## config.mk

```make
export PLATFORM = sky130hd
export DESIGN_NAME = fx_requant_pipe
export DESIGN_NICKNAME = d
export VERILOG_FILES = /design/src/rtl/fx_pkg.sv /design/src/rtl/fx_ovf_stage.sv /design/src/rtl/fx_requant_pipe.sv
export SDC_FILE = /design/constraint.sdc
export NUM_CORES = 1
export LEC_CHECK = 0
export ABC_AREA = 0
export CAP_MARGIN = 20
export CORE_UTILIZATION = 55
export CTS_CLUSTER_SIZE = 40
export DETAILED_ROUTE_END_ITERATION = 16
export PLACE_DENSITY = 0.91
export SYNTH_ARGS = -nofsm -noshare
export SYNTH_HDL_FRONTEND = slang
export SYNTH_HIERARCHICAL = 1
export SYNTH_SLANG_ARGS = --single-unit
```

## constraint.sdc

```tcl
create_clock -name i_clk -period 6 [get_ports i_clk]
set_clock_uncertainty 0.2 [all_clocks]
set_input_delay 1.5 -clock i_clk [delete_from_list [all_inputs] [get_ports i_clk]]
set_output_delay 1.5 -clock i_clk [all_outputs]
set_load 0.1 [all_outputs]
```

## src/rtl/fx_pkg.sv

```systemverilog
// Shared encodings and width helpers for the fixed-point requantizer blocks.
package fx_pkg;

  localparam int FX_QUAN_TRUNC = 0;
  localparam int FX_QUAN_RND   = 1;
  localparam int FX_OVF_WRAP   = 0;
  localparam int FX_OVF_SAT    = 1;

  function automatic int fx_total_w(input int iw, input int fw);
    return iw + fw;
  endfunction

  // One spare integer bit above the input range holds the round-up carry.
  function automatic int fx_qw(input int in_iw, input int out_fw);
    return in_iw + 1 + out_fw;
  endfunction

endpackage

```

## src/rtl/fx_ovf_stage.sv

```systemverilog
// Combinational MSB alignment: range check, saturate or wrap, overflow flag.
module fx_ovf_stage
  import fx_pkg::*;
#(
  parameter int QW       = 11,
  parameter int OUT_W    = 8,
  parameter int OVF_MODE = FX_OVF_SAT
) (
  input  logic signed [QW-1:0]    i_q,
  output logic        [OUT_W-1:0] o_data,
  output logic                    o_ovf
);

  generate
    if (OUT_W >= QW) begin : g_fits
      always_comb begin
        o_ovf  = 1'b0;
        o_data = OUT_W'(i_q);
      end
    end else begin : g_check
      localparam int HW = QW - OUT_W + 1;
      logic [HW-1:0] head;

      // In range exactly when every bit from the output sign bit upward agrees.
      always_comb begin
        head   = i_q[QW-1:OUT_W-1];
        o_ovf  = !((&head) || (~|head));
        o_data = i_q[OUT_W-1:0];
        if (o_ovf && (OVF_MODE == FX_OVF_SAT)) begin
          o_data = i_q[QW-1] ? {1'b1, {(OUT_W-1){1'b0}}} : {1'b0, {(OUT_W-1){1'b1}}};
        end
      end
    end
  endgenerate

endmodule

```

## src/rtl/fx_requant_pipe.sv

```systemverilog
// Two-stage fixed-point requantizer (quantize, then overflow) with
// valid/ready backpressure and overflow event reporting.
module fx_requant_pipe
  import fx_pkg::*;
#(
  parameter int IN_IW     = 4,
  parameter int IN_FW     = 9,
  parameter int OUT_IW    = 2,
  parameter int OUT_FW    = 6,
  parameter int QUAN_MODE = FX_QUAN_RND,
  parameter int OVF_MODE  = FX_OVF_SAT,
  parameter int CNT_W     = 16,
  localparam int IN_W     = fx_total_w(IN_IW, IN_FW),
  localparam int OUT_W    = fx_total_w(OUT_IW, OUT_FW),
  localparam int QW       = fx_qw(IN_IW, OUT_FW)
) (
  input  logic                    i_clk,
  input  logic                    i_rst_n,
  input  logic                    i_valid,
  output logic                    o_ready,
  input  logic signed [IN_W-1:0]  i_data,
  output logic                    o_valid,
  input  logic                    i_ready,
  output logic signed [OUT_W-1:0] o_data,
  output logic                    o_ovf,
  output logic                    o_ovf_sticky,
  input  logic                    i_clr,
  output logic [CNT_W-1:0]        o_ovf_cnt
);

  // Handshake: a word moves when valid && ready on a rising edge. A stage
  // loads when it is empty or its content leaves this cycle, so o_ready
  // depends combinationally on i_ready; a stalled output holds data and flag.

  logic signed [QW-1:0] q_val;

  generate
    if (OUT_FW >= IN_FW) begin : g_widen
      always_comb q_val = QW'(i_data) <<< (OUT_FW - IN_FW);
    end else begin : g_narrow
      localparam int D = IN_FW - OUT_FW;
      localparam logic signed [IN_W:0] HALF =
        (QUAN_MODE == FX_QUAN_RND) ? ((IN_W+1)'(1) <<< (D - 1)) : '0;
      logic signed [IN_W:0] sum;

      always_comb begin
        sum   = (IN_W+1)'(i_data) + HALF;
        q_val = QW'(sum >>> D);
      end
    end
  endgenerate

  logic                 s1_valid_q, s1_valid_d;
  logic signed [QW-1:0] s1_data_q, s1_data_d;
  logic                 s2_valid_q, s2_valid_d;
  logic [OUT_W-1:0]     s2_data_q, s2_data_d;
  logic                 s2_ovf_q, s2_ovf_d;
  logic                 sticky_q, sticky_d;
  logic [CNT_W-1:0]     cnt_q, cnt_d;
  logic [OUT_W-1:0]     ovf_data;
  logic                 ovf_flag;
  logic                 s1_en, s2_en, ovf_evt;

  fx_ovf_stage #(
    .QW       (QW),
    .OUT_W    (OUT_W),
    .OVF_MODE (OVF_MODE)
  ) u_ovf (
    .i_q    (s1_data_q),
    .o_data (ovf_data),
    .o_ovf  (ovf_flag)
  );

  always_comb begin
    s2_en      = !s2_valid_q || i_ready;
    s1_en      = !s1_valid_q || s2_en;
    s1_valid_d = s1_valid_q;
    s1_data_d  = s1_data_q;
    s2_valid_d = s2_valid_q;
    s2_data_d  = s2_data_q;
    s2_ovf_d   = s2_ovf_q;
    sticky_d   = sticky_q;
    cnt_d      = cnt_q;
    ovf_evt    = s2_valid_q && i_ready && s2_ovf_q;

    if (s1_en) begin
      s1_valid_d = i_valid;
      if (i_valid) s1_data_d = q_val;
    end
    if (s2_en) begin
      s2_valid_d = s1_valid_q;
      if (s1_valid_q) begin
        s2_data_d = ovf_data;
        s2_ovf_d  = ovf_flag;
      end
    end

    // A clear that coincides with a counted event keeps that event.
    if (i_clr) begin
      sticky_d = ovf_evt;
      cnt_d    = ovf_evt ? CNT_W'(1) : '0;
    end else if (ovf_evt) begin
      sticky_d = 1'b1;
      if (cnt_q != '1) cnt_d = cnt_q + CNT_W'(1);
    end
  end

  always_ff @(posedge i_clk or negedge i_rst_n) begin
    if (!i_rst_n) begin
      s1_valid_q <= 1'b0;
      s1_data_q  <= '0;
      s2_valid_q <= 1'b0;
      s2_data_q  <= '0;
      s2_ovf_q   <= 1'b0;
      sticky_q   <= 1'b0;
      cnt_q      <= '0;
    end else begin
      s1_valid_q <= s1_valid_d;
      s1_data_q  <= s1_data_d;
      s2_valid_q <= s2_valid_d;
      s2_data_q  <= s2_data_d;
      s2_ovf_q   <= s2_ovf_d;
      sticky_q   <= sticky_d;
      cnt_q      <= cnt_d;
    end
  end

  assign o_ready      = s1_en;
  assign o_valid      = s2_valid_q;
  assign o_data       = s2_data_q;
  assign o_ovf        = s2_ovf_q;
  assign o_ovf_sticky = sticky_q;
  assign o_ovf_cnt    = cnt_q;

endmodule

```

==> impl_metrics.py <==
metrics = {
    "run_status": {
        "status": "finished clean",
    },
    "clocking": {
        "ctsResizeCount": 0,
        "hold_buffers": 0,
        "insertion_delay_ps": 290,
        "cts_setup_buffers": 0,
        "cts-root-buf": "clkbuf_8",
        "cts.sinks": 39,
        "h-tree-depth": 2,
        "clk_pin_slew_ps": 70,
        "cts_tree": "built",
        "cts_max_path_buffers": 2,
        "cts_buffers": 5,
    },
    "floorplan": {
        "boundaryPins": 46,
        "core_area_sq_um": 3716,
        "dieArea_sq_um": 4179,
        "start_util_pct": 58.08,
        "rows": 22,
        "die_width_um": 64.65,
        "die_y_um": 64.65,
    },
    "placed_design": {
        "post_dp_cell_area_sq_um": 2565,
        "port_buffers": 43,
        "gp_congestion": 0.8048,
        "dpl.hpwl_um": 3159,
    },
    "synthesis": {
        "postSynthAreaPerCell_sq_um": 9.766,
        "synthDominantCellAreaShare_pct": 45.22,
        "syn_area_sq_um": 2158,
        "ys_types": 36,
        "syn_nets": 241,
        "synthCells": 221,
        "synth_top_area_cell": "dfrtp_1",
        "synth_warnings": 6,
        "ys_ff_latch": 39,
        "ys_seq_area_share_pct": 45.22,
        "yosys-top-cells-area": "dfrtp_1 (45%), mux2_2 (6.8%), nand2_1 (3.8%)",
    },
    "sta": {
        "worst_slew_pin_slew_ps": 990.7,
        "fin_crit_sh_pct": 69.71,
        "fmax_mhz": 239.1,
        "fin_crit_ps": 4183,
        "drv_slew": 0,
        "hold_violations": 0,
        "slew_headroom_pct": 33.75,
        "setup_viol": 0,
        "rsz0062_at_grt": "false",
        "fin_setup_tns_ps": 0,
    },
    "grt": {
        "antenna_found_initial": 0,
        "grt_pass1_vias": 1829,
        "grtUsageTotal_pct": 24.87,
        "grt_max_degree": 40,
        "grt_pass1_wl_um": 8017,
        "gr-total-overflow": 0,
    },
    "layout": {
        "area_growth_pct": 22.90,
        "fillers": 293,
        "final_nets": 279,
        "layout-drive-gt1-share_pct": 11.97,
        "layout_commonest_cell": "clkdlybuf4s50_1",
        "design_area_sq_um": 2653,
        "layout_common_cells": "clkdlybuf4s50_1 (41), dfrtp_1 (39), nand2_1 (22), o21ai_0 (15), nand3_1 (14)",
        "multi_input_area_sq_um": 1095,
        "ff_latch_area_sq_um": 975.9,
        "diodes": 0,
    },
    "power": {
        "peakVddDrop_mv": 0.1877,
        "p_per_area_nw_per_um2": 320.1,
        "leakagePower_uw": 0.001030,
    },
    "worst_setup_path": {
        "start_kind": "primary input",
        "slowest_stage": "clkdlybuf4s50_1",
        "crit_path_max_fanout": 4,
        "cp_cell_sequence": "clkdlybuf4s50_1, nand3b_1, buf_4",
        "cpPeakStageDelay_ps": 500,
        "arrival_ps": 2480,
        "rr_worst_depth": 5,
        "cp.required_ps": 4300,
        "worstSetupPathType": "in2out",
        "end_kind": "output port",
    },
    "route": {
        "postRouteWirelength_um": 4524,
        "drc": 0,
        "drt_first_pass_iters": 4,
        "wl_per_cell_um": 14.74,
        "first_iter_violations": 238,
        "avgViaCountPerCell": 6.000,
        "vias": 1842,
        "antenna_left": 0,
    },
    "hold_path": {
        "min_path_type": "reg2reg",
        "hold_depth": 1,
    },
    "flow_run": {
        "max_cap_violations": 0,
    },
}
[critical path: cells and delay by family]
| family | cells | cell delay, ps |
|---|---|---|
| buf+inv | 2 | 810 |
| simple gates | 1 | 170 |
[layout make-up]
class	instances	area share, %
clock buffer	6	3.113
clock inverter	1	0.1887
inverter	3	0.4245
multi-input combinational	167	41.27
sequential	39	36.79
tap	48	2.264
timing repair buffer	43	15.94
[state kept, by name, summed over array words and instances (netlist names)]
name          flops
o_ovf_cnt        16
s1_valid_q        1
o_data            8
o_ovf             1
s1_data_q        11
o_valid           1
o_ovf_sticky      1
[stage by stage]
step                      hold slack (ps)  total power (uW)  setup slack [ps]  std cells  utilization (%)
after global placement              266.1             672.0              1830        300            69.02
final                               285.8             849.1              1817        307            71.38
after floorplan                     244.6             595.6              1973        221                -
after detailed placement            273.6             679.9              1819        300            69.02
after global routing                325.7             887.6              1780        307            71.38
after CTS                           288.3             857.0              1810        307            71.38
[worst paths after layout]
kind / from / endpoint / slack (ps)
worst max-delay path: i_ready / o_ready / 1820
worst min-delay path: s1_valid_q / o_valid / 290
worst max register to register: o_ovf_cnt[0] / o_ovf_cnt[15] / 3630
worst min register to register: s1_valid_q / o_valid / 290
max in group asynchronous: i_rst_n / o_data[7] / 3930
min in group asynchronous: i_rst_n / o_ovf_cnt[11] / 1120
[logic make-up (layout without fill, tap and decap cells)]
logic type	count (synthesis)	count (layout)	synth area share, %
AOI/OAI and AO/OA	46	46	13.51
adders and majority gates	2	2	1.159
and+or+nand+nor	97	97	25.62
DFF	39	39	45.22
xor gates and xnor gates	9	9	3.652
buffers and inverters	15	53	4.058
muxes	13	13	6.783
[layer usage]
layer | GRT usage [%] | vias to the layer above | routed length (um)
met5 | 0 | - | 0
met1 | 29.18 | 880 | 1868
met2 | 42.24 | 52 | 2371
met3 | 5.986 | 11 | 192
li1 | - | 899 | -
met4 | 12.50 | 0 | 91
[synth_stat cells]
cell type and number:
nor4_4 1, or4_1 8, nor2_1 8, mux2_2 13, buf_6 3, or3_2 1
nand3_1 14, nor3_1 12, nor2b_1 3, nand2b_1 3, nor4_1 9, a211oi_2 1
nand2_1 22, a211o_1 1, or3_1 2, o21ai_0 15, inv_1 3, nand4_2 1
or4_4 1, a21oi_1 12, nand4_1 4, and4_2 1, a21boi_2 2, nand3_2 1
xor2_1 2, buf_4 1, ha_1 2, and4_1 3, xnor2_1 7, a21boi_1 6
dfrtp_1 39, buf_2 4, clkbuf_1 4, nand3b_1 1, and3_1 2, o31ai_1 9
[report_power, final]
part           switching, uW  total, uW  internal, uW
combinational            247        339          91.8
clock                   85.1        175          90.1
sequential              36.2        335           299
Power figures use the tool's default switching activity.
